**config.mk**
```make
export PLATFORM = sky130hd
export DESIGN_NAME = peripheral_apb42ahb3_master
export DESIGN_NICKNAME = d
export VERILOG_FILES = /design/src/rtl/peripheral_ahb3_pkg.sv /design/src/rtl/peripheral_apb42ahb3_strb_decode.sv /design/src/rtl/peripheral_apb42ahb3_master.sv
export SDC_FILE = /design/constraint.sdc
export NUM_CORES = 1
export LEC_CHECK = 0
export ABC_AREA = 1
export ABC_CLOCK_PERIOD_IN_PS = 1900
export BUFFER_PORTS_ARGS = -buffer_cell sky130_fd_sc_hd__buf_2
export CAP_MARGIN = 20
export CORE_MARGIN = 2
export CORE_UTILIZATION = 40
export CTS_BUF_LIST = sky130_fd_sc_hd__clkbuf_2
export DETAILED_ROUTE_END_ITERATION = 6
export GPL_TIMING_DRIVEN = 0
export MAX_ROUTING_LAYER = met4
export PLACE_DENSITY = 0.84
export SYNTH_ARGS = -nofsm -noshare
export SYNTH_HDL_FRONTEND = slang
export SYNTH_SLANG_ARGS = --single-unit
```
**constraint.sdc**
```tcl
create_clock -name CLK -period 1.9 [get_ports CLK]
set_input_delay 0.285 -clock CLK [delete_from_list [all_inputs] [get_ports CLK]]
set_output_delay 0.285 -clock CLK [all_outputs]
set_load 0.01 [all_outputs]
```
**src/rtl/peripheral_ahb3_pkg.sv**
```systemverilog
// AHB3-Lite encodings and shared types for the APB4-to-AHB3 master bridge.
package peripheral_ahb3_pkg;

    localparam logic [1:0] HTRANS_IDLE   = 2'b00;
    localparam logic [1:0] HTRANS_BUSY   = 2'b01;
    localparam logic [1:0] HTRANS_NONSEQ = 2'b10;
    localparam logic [1:0] HTRANS_SEQ    = 2'b11;

    localparam logic [2:0] HSIZE_BYTE  = 3'b000;
    localparam logic [2:0] HSIZE_HWORD = 3'b001;
    localparam logic [2:0] HSIZE_WORD  = 3'b010;

    localparam logic [2:0] HBURST_SINGLE = 3'b000;

    typedef logic [2:0] fsm_state_t;

    localparam fsm_state_t ST_IDLE  = 3'd0;
    localparam fsm_state_t ST_ADDR  = 3'd1;
    localparam fsm_state_t ST_DATA  = 3'd2;
    localparam fsm_state_t ST_RESP  = 3'd3;
    localparam fsm_state_t ST_DRAIN = 3'd4;

    typedef struct packed {
        logic       legal;
        logic       noop;
        logic [2:0] size;
        logic [1:0] offset;
    } strb_dec_t;

endpackage

```
**src/rtl/peripheral_apb42ahb3_strb_decode.sv**
```systemverilog
// Maps an APB strobe pattern and direction to an AHB size and byte offset.
module peripheral_apb42ahb3_strb_decode
    import peripheral_ahb3_pkg::*;
(
    input  logic       pwrite,
    input  logic [3:0] pstrb,
    output strb_dec_t  dec
);

    always_comb begin
        dec = '0;
        unique case (1'b1)
            !pwrite: begin
                dec.legal = 1'b1;
                dec.size  = HSIZE_WORD;
            end
            pwrite && (pstrb == 4'b0000): begin
                dec.noop = 1'b1;
            end
            pwrite && (pstrb == 4'b1111): begin
                dec.legal = 1'b1;
                dec.size  = HSIZE_WORD;
            end
            pwrite && (pstrb == 4'b0011): begin
                dec.legal = 1'b1;
                dec.size  = HSIZE_HWORD;
            end
            pwrite && (pstrb == 4'b1100): begin
                dec.legal  = 1'b1;
                dec.size   = HSIZE_HWORD;
                dec.offset = 2'd2;
            end
            pwrite && (pstrb == 4'b0001): begin
                dec.legal = 1'b1;
                dec.size  = HSIZE_BYTE;
            end
            pwrite && (pstrb == 4'b0010): begin
                dec.legal  = 1'b1;
                dec.size   = HSIZE_BYTE;
                dec.offset = 2'd1;
            end
            pwrite && (pstrb == 4'b0100): begin
                dec.legal  = 1'b1;
                dec.size   = HSIZE_BYTE;
                dec.offset = 2'd2;
            end
            pwrite && (pstrb == 4'b1000): begin
                dec.legal  = 1'b1;
                dec.size   = HSIZE_BYTE;
                dec.offset = 2'd3;
            end
            default: begin
            end
        endcase
    end

endmodule

```
**src/rtl/peripheral_apb42ahb3_master.sv**
```systemverilog
// APB4 slave to AHB3-Lite master bridge, one AHB SINGLE per APB access.
// Define PERIPHERAL_APB42AHB3_TIMEOUT_EN to bound the AHB data-phase wait.
module peripheral_apb42ahb3_master
    import peripheral_ahb3_pkg::*;
#(
    parameter int                    PADDR_SIZE     = 8,
    parameter int                    HADDR_SIZE     = 32,
    parameter int                    DATA_SIZE      = 32,
    parameter logic [HADDR_SIZE-1:0] HADDR_BASE     = '0,
    parameter int                    TIMEOUT_CYCLES = 255
) (
    input  logic                  CLK,
    input  logic                  RST,
    input  logic                  PSEL,
    input  logic                  PENABLE,
    input  logic                  PWRITE,
    input  logic [PADDR_SIZE-1:0] PADDR,
    input  logic [DATA_SIZE-1:0]  PWDATA,
    input  logic [3:0]            PSTRB,
    input  logic [2:0]            PPROT,
    output logic [DATA_SIZE-1:0]  PRDATA,
    output logic                  PREADY,
    output logic                  PSLVERR,
    output logic [HADDR_SIZE-1:0] HADDR,
    output logic [DATA_SIZE-1:0]  HWDATA,
    input  logic [DATA_SIZE-1:0]  HRDATA,
    output logic                  HWRITE,
    output logic [2:0]            HSIZE,
    output logic [2:0]            HBURST,
    output logic [3:0]            HPROT,
    output logic [1:0]            HTRANS,
    output logic                  HMASTLOCK,
    input  logic                  HREADY,
    input  logic                  HRESP
);

    strb_dec_t             dec;
    fsm_state_t            state;
    logic [HADDR_SIZE-1:0] haddr_nxt;
    logic                  unused_ok;
`ifdef PERIPHERAL_APB42AHB3_TIMEOUT_EN
    logic [31:0]           tmo_cnt;
    logic                  tmo_hit;
`endif

    peripheral_apb42ahb3_strb_decode u_strb_decode (
        .pwrite (PWRITE),
        .pstrb  (PSTRB),
        .dec    (dec)
    );

    assign haddr_nxt = HADDR_BASE
                     | HADDR_SIZE'({PADDR[PADDR_SIZE-1:2], dec.offset});
    assign HBURST    = HBURST_SINGLE;
    assign HMASTLOCK = 1'b0;
    assign unused_ok = ^{PPROT[1], TIMEOUT_CYCLES[0]};

    always_ff @(posedge CLK) begin
        if (RST) begin
            state   <= ST_IDLE;
            HTRANS  <= HTRANS_IDLE;
            HADDR   <= '0;
            HWDATA  <= '0;
            HWRITE  <= 1'b0;
            HSIZE   <= '0;
            HPROT   <= '0;
            PRDATA  <= '0;
            PREADY  <= 1'b0;
            PSLVERR <= 1'b0;
`ifdef PERIPHERAL_APB42AHB3_TIMEOUT_EN
            tmo_cnt <= '0;
            tmo_hit <= 1'b0;
`endif
        end else begin
            unique case (state)
                ST_IDLE: begin
                    if (PSEL && !PENABLE) begin
                        if (dec.legal) begin
                            HADDR  <= haddr_nxt;
                            HWRITE <= PWRITE;
                            HSIZE  <= dec.size;
                            HPROT  <= {2'b00, PPROT[0], ~PPROT[2]};
                            HWDATA <= PWDATA;
                            HTRANS <= HTRANS_NONSEQ;
                            state  <= ST_ADDR;
                        end else begin
                            // Empty strobes finish cleanly, bad ones flag an error
                            PREADY  <= 1'b1;
                            PSLVERR <= ~dec.noop;
                            state   <= ST_RESP;
                        end
                    end
                end
                ST_ADDR: begin
                    if (HREADY) begin
                        HTRANS <= HTRANS_IDLE;
                        state  <= ST_DATA;
`ifdef PERIPHERAL_APB42AHB3_TIMEOUT_EN
                        tmo_cnt <= '0;
`endif
                    end
                end
                ST_DATA: begin
                    if (HREADY) begin
                        if (!HWRITE) begin
                            PRDATA <= HRDATA;
                        end
                        PSLVERR <= HRESP;
                        PREADY  <= 1'b1;
                        state   <= ST_RESP;
                    end
`ifdef PERIPHERAL_APB42AHB3_TIMEOUT_EN
                    else if (tmo_cnt == 32'(TIMEOUT_CYCLES - 1)) begin
                        PSLVERR <= 1'b1;
                        PREADY  <= 1'b1;
                        tmo_hit <= 1'b1;
                        state   <= ST_RESP;
                    end else begin
                        tmo_cnt <= tmo_cnt + 32'd1;
                    end
`endif
                end
                ST_RESP: begin
                    PREADY  <= 1'b0;
                    PSLVERR <= 1'b0;
`ifdef PERIPHERAL_APB42AHB3_TIMEOUT_EN
                    // The abandoned data phase must still finish on the bus
                    state   <= tmo_hit ? ST_DRAIN : ST_IDLE;
`else
                    state   <= ST_IDLE;
`endif
                end
`ifdef PERIPHERAL_APB42AHB3_TIMEOUT_EN
                ST_DRAIN: begin
                    if (HREADY) begin
                        tmo_hit <= 1'b0;
                        state   <= ST_IDLE;
                    end
                end
`endif
                default: begin
                    state <= ST_IDLE;
                end
            endcase
        end
    end

endmodule

```
== Word level (Yosys, flattened, before mapping) ==
Index checks and enable logic that the tools add are counted.
Storage, ports and cells
  flip-flop bits (word level): 85
  latch bits: 0
  RAM bits: 0
  memory bits (read-only): 0
  bits of input ports: 86
  output and inout bits: 112
  logic and storage cells: 73
  memories kept: 0
Operators by class
  add/sub/neg operators: 0
  multiply operators: 0
  divide/modulo/power cells: 0
  magnitude comparators: 0
  equal/unequal tests: 15
  shift operators: 0
  multiplexer cells: 21
  bitwise gates (word level): 3
  reductions and logical operators: 24
Operators by type and width (number)
  4-bit == test (second input constant): 3
  2-bit inequality test (second input constant): 5
  1-bit logical AND: 9
  3-bit two-way mux: 3
  3-bit case mux with 3 select lines: 1
  3-bit AND reduction: 3
  4-bit by 2-bit == test with 1-bit output (second input constant): 2
  1-bit two-way mux: 8
  2-bit two-way mux: 4
  2-bit case mux with 2 select lines: 2
  4-bit AND reduction: 2
  8-bit OR reduction: 1
  3-bit by 2-bit == test with 1-bit output (second input constant): 2
  1-bit case mux with 3 select lines: 2
  2-bit case mux with 3 select lines: 1
  2-bit OR reduction: 3
  4-bit by 1-bit == test with 1-bit output (second input constant): 1
  4-bit by 3-bit == test with 1-bit output (second input constant): 1
  4-bit logical NOT: 1
  3-bit by 1-bit == test with 1-bit output (second input constant): 1
  3-bit logical NOT: 1
  1-bit inverter: 3
  3-bit nonzero test: 1
  1-bit logical NOT: 2
  2-bit nonzero test: 1

== Depth between registers and ports, before layout ==
  depth after elaboration: 7
  mapped depth: 10
  gate-level depth less buffers: 10

== Hierarchy ==
From an unflattened synthesis, not the netlist that was laid out.
Second synthesis, totals
  cells, all modules: 468
  area total of the unflattened synthesis: 3465.8 um^2
Modules (own cells, without submodules)
  peripheral_apb42ahb3_master: instances 1, cells each 435, area each 3330.7 um^2, sequential area each 1661.6 um^2
  peripheral_apb42ahb3_strb_decode: instances 1, cells each 33, area each 135.1 um^2, sequential area each 0.0 um^2

== Worst setup path after synthesis ==
OpenSTA, ideal clock, no wires.
  path type: register -> register
  start: register state[0]
  end: register PRDATA[0]
  setup time: 0.116 ns
  arrival time: 1.474 ns
  required time: 1.784 ns
  setup slack: 0.310 ns
  cell stages (with the launch flop): 9
  period minus slack after synthesis: 1.590 ns
  cells stage by stage: dfxtp_1 > inv_1 > ha_1 > inv_1 > nor3_1 > inv_1 > buf_2 > nor2_1 > nor2_1
Between the ends
  longest elaborated chain between the ends: 2
RTL lines
  start: declaration: line peripheral_apb42ahb3_master.sv:38  | fsm_state_t state;
  start signal: assignment: line peripheral_apb42ahb3_master.sv:60  | state <= ST_IDLE;
  start signal: assignment: line peripheral_apb42ahb3_master.sv:85  | state <= ST_ADDR;
  start signal: assignment: line peripheral_apb42ahb3_master.sv:90  | state <= ST_RESP;
  3-bit by 2-bit == test with 1-bit output: line peripheral_apb42ahb3_master.sv:75  | unique case (state)
  3-bit AND reduction (no line)
  end signal: assignment: line peripheral_apb42ahb3_master.sv:67  | PRDATA <= '0;
  end signal: assignment: line peripheral_apb42ahb3_master.sv:106  | PRDATA <= HRDATA;
  end: declaration: line peripheral_apb42ahb3_master.sv:21  | output logic [DATA_SIZE-1:0] PRDATA,
Every way passes these cells.
A chain may end at the register's enable or synchronous reset.

== Worst setup path in the final report ==
  start: register state[0]
  end: register PRDATA[5]
Same word-level chain as after synthesis.

==> metrics.md <==
| Metric | Value |
|---|---|
| Worst skew pair latency | between 500 and 600 ps |
| # IOs | approximately 200 |
| Worst clock skew | about 43 ps |
| Fill cell count | approximately 690 |
| Number of global-route vias before repair | between 3000 and 4000 |
| Global-route wire length before repair | about 18000 µm |
| Sequential fraction of the synthesis area | 0.462 |
| CP arrival | ~2200 ps |
| Final instance area | ~5400 µm² |
| Worst Reg2Reg Path Length in Cells | 8 |
| DR WL/cell | 13.8 µm |
| Critical path class | flip-flop to flip-flop |
| Setup bufs post-CTS | 0 |
| Syn avg cell area | just under 8 µm² |
| Commonest non-fill, non-tap cell in the layout | buf_2 |
| Critical Path End Type | flip-flop |
| Die Y | roughly 98 µm |
| EDFF count, synth | 0 |
| Root buf cell | clkbuf_2 |
| Power Dens Cells | slightly above 900 nW/µm² |
| Drt total wl | 11600 µm |
| Post-DP HPWL | about 7800 µm |
| Status | finished, final reports clean |
| GRT Util Overall | 0.237 |
| Worst Setup SP | state[0]$_SDFFE_PP0P_ |
| Synth Area in Simple Gates | 0.259 |
| Multi-input gate area | about 1600 µm² |
| Top sig layer | met4 |
| Largest family of logic cells by synthesized area | simple AND/OR/NAND/NOR gates |
| Nets@finish | between 800 and 900 |
| Sequential cell area | about 1600 µm² |
| DR vias | 4162 |
| Synth Area in XOR/XNOR | 0 |
| Worst Path Required | around 2300 ps |
| Die width | just under 100 µm |
| Via-per-instance ratio | 4.94 |
| Area delta synth->final | 51.4% |
| WL met2 | 5740 µm |
| Effective utilization at floorplan | 0.410 |
| Grt ovf | 0 |
| R2r startpoint | state[0]$_SDFFE_PP0P_ |
| Ys flop type | dfxtp_1 |
| Fmax | 580 MHz |
| Compound-Gate Fraction of Synth Area | 0.124 |
| RSZ-0062 raised after global routing | no |
| Clock period minus worst slack | about 1700 ps |
| 1st-pass router iterations | 5 |
| Post-synthesis mux area share | 0 |
| DR iter-0 viols | between 150 and 200 |
| CTS tree | built |
| Measured slew at the worst slew-check pin | around 530 ps |
| Min-Delay Path Depth | 3 |
| WL met3 | 1050 µm |
| Max cap viols | 0 |
| Routability cong. | 0.850 |
| Most frequent cells in the layout | buf_2, dfxtp_1, nor2_1 |
| Largest net degree at the start of global routing | 16 |
| Cells after Synth | 460 |
| Async SR Flop Fraction | 0 |
| Setup violators final | 0 |
| CTS Buf Count | 9 |
| Layout cells sized above 1 | 0.323 |
| Pins Over Slew Limit | 0 |
| Cell Area, Synth | around 3600 µm² |
| Diode count | 0 |
| Core box area | roughly 8700 µm² |
| Port Buf Inserts | 162 |
| Flops & latches, synth | 82 |
| Number of clock sinks | 82 |
| Worst setup SP type | flip-flop |
| Worst-path maximum fanout | 10 |
| Leakage | 2.71 nW |
| Row count | 34 |
| Synth cell types | 22 |
| Peak supply drop | ~540 µV |
| Hold_sp | PWDATA[26] |
| Worst slew margin | 0.650 |
| Initial antenna violation count | 0 |
| CTS clock-pin slew for the worst setup and hold paths | 240 ps |
| Non-filler cells, final | 842 |
| CTS H-tree lvls | 3 |
| CTS Buffer Depth | 2 |
| Die Footprint | between 9000 and 10000 µm² |
| Antenna Violating Nets Remaining | 0 |
| Adder-cell share of the synthesized area | 0.0211 |
| Final core utilization | 0.621 |
| DRC viols | 0 |
| Final hold vios | 0 |
| Wire length on met1 | roughly 4500 µm |
| Hold Path Class | primary input to flip-flop |
| Area of placed instances | approximately 4600 µm² |
| Post-placement cell count | ~760 |
| Final worst-path cycle share | 0.907 |
| Synth warn | 0 |
[final timing paths]
kind                             endpoint  slack, ps
setup / recovery   PRDATA[5]$_SDFFE_PP0P_        180
hold / removal    HWDATA[26]$_SDFFE_PP0P_         60
setup reg to reg   PRDATA[5]$_SDFFE_PP0P_        180
hold reg to reg   HWDATA[22]$_SDFFE_PP0P_        470
[cell type report]
class                      instances  area share
buffer                            64      0.0764
clock buffer                       9     0.00836
clock inverter                     7     0.00953
inverter                          18      0.0125
multi-input combinational        327       0.291
sequential                        82       0.305
tap                              108      0.0251
timing repair buffer             227       0.271
[power breakdown]
part	switching (mW)	internal, mW	total, mW
Sequential	0.165	1.99	2.16
Clock	0.634	0.179	0.813
Combinational	1.17	0.743	1.91
[stage by stage]
stage | power (mW) | hold slack [ps] | setup WS [ps] | setup TNS, ps
floorplan | 3.30 | 420 | 310 | 0
global placement | 3.86 | 445 | -110 | -1000
detailed placement | 3.93 | 449 | -181 | -3870
CTS | 4.85 | 3.85 | 25.8 | 0
global route | 5.22 | 4.22 | 49.7 | 0
finish | 4.88 | 62.7 | 177 | 0
[worst max-delay path, stage by stage (launching register included)]
cell     delay [ps]
dfxtp_2         400
inv_1            90
ha_1            240
inv_1           100
nor3_4          230
inv_1           140
buf_2           210
nor2_1          200
nor2_1           70
[cells in the mapped netlist, types with 4 or more instances]
cell | number | share of area
dfxtp_1 | 82 | 0.46
nor2_1 | 75 | 0.079
nand2_1 | 64 | 0.068
a21oi_1 | 50 | 0.070
nand4_1 | 44 | 0.077
buf_4 | 34 | 0.072
o21ai_0 | 33 | 0.046
clkbuf_1 | 20 | 0.021
inv_1 | 18 | 0.019
nand3_1 | 10 | 0.014
buf_2 | 6 | 0.0084
ha_1 | 6 | 0.021
buf_6 | 4 | 0.013
nor2_2 | 4 | 0.0070
[timing repair]
action / CTS / global route
pin swaps: 0 / 1
endpoints found under the setup margin: 50 / 52
hold buffers: 61 / 4
endpoints found under the hold margin: 61 / 4
gates resized for setup: 2 / 11
[metal layers]
| metal | vias to the layer above | global-route usage |
|---|---|---|
| li1 | 2011 | - |
| met2 | 256 | 0.406 |
| met4 | 0 | 0.101 |
| met3 | 31 | 0.0580 |
| met5 | - | - |
| met1 | 1864 | 0.263 |
[state kept, by name, summed over array words and instances, names as in the netlist]
name and count:
HADDR 8, HPROT 2, HSIZE 2, HTRANS 1
HWDATA 32, HWRITE 1, PRDATA 32, PREADY 1
PSLVERR 1, state 2
[kinds of logic after synthesis]
kind of cell               after synthesis
buffers and inverters                   82
adders and majority gates                6
and+or+nand+nor                        202
AOI/OAI and AO/OA                       87
DFF                                     82
other                                    1
Note: power is estimated with default switching activity, not from simulation.
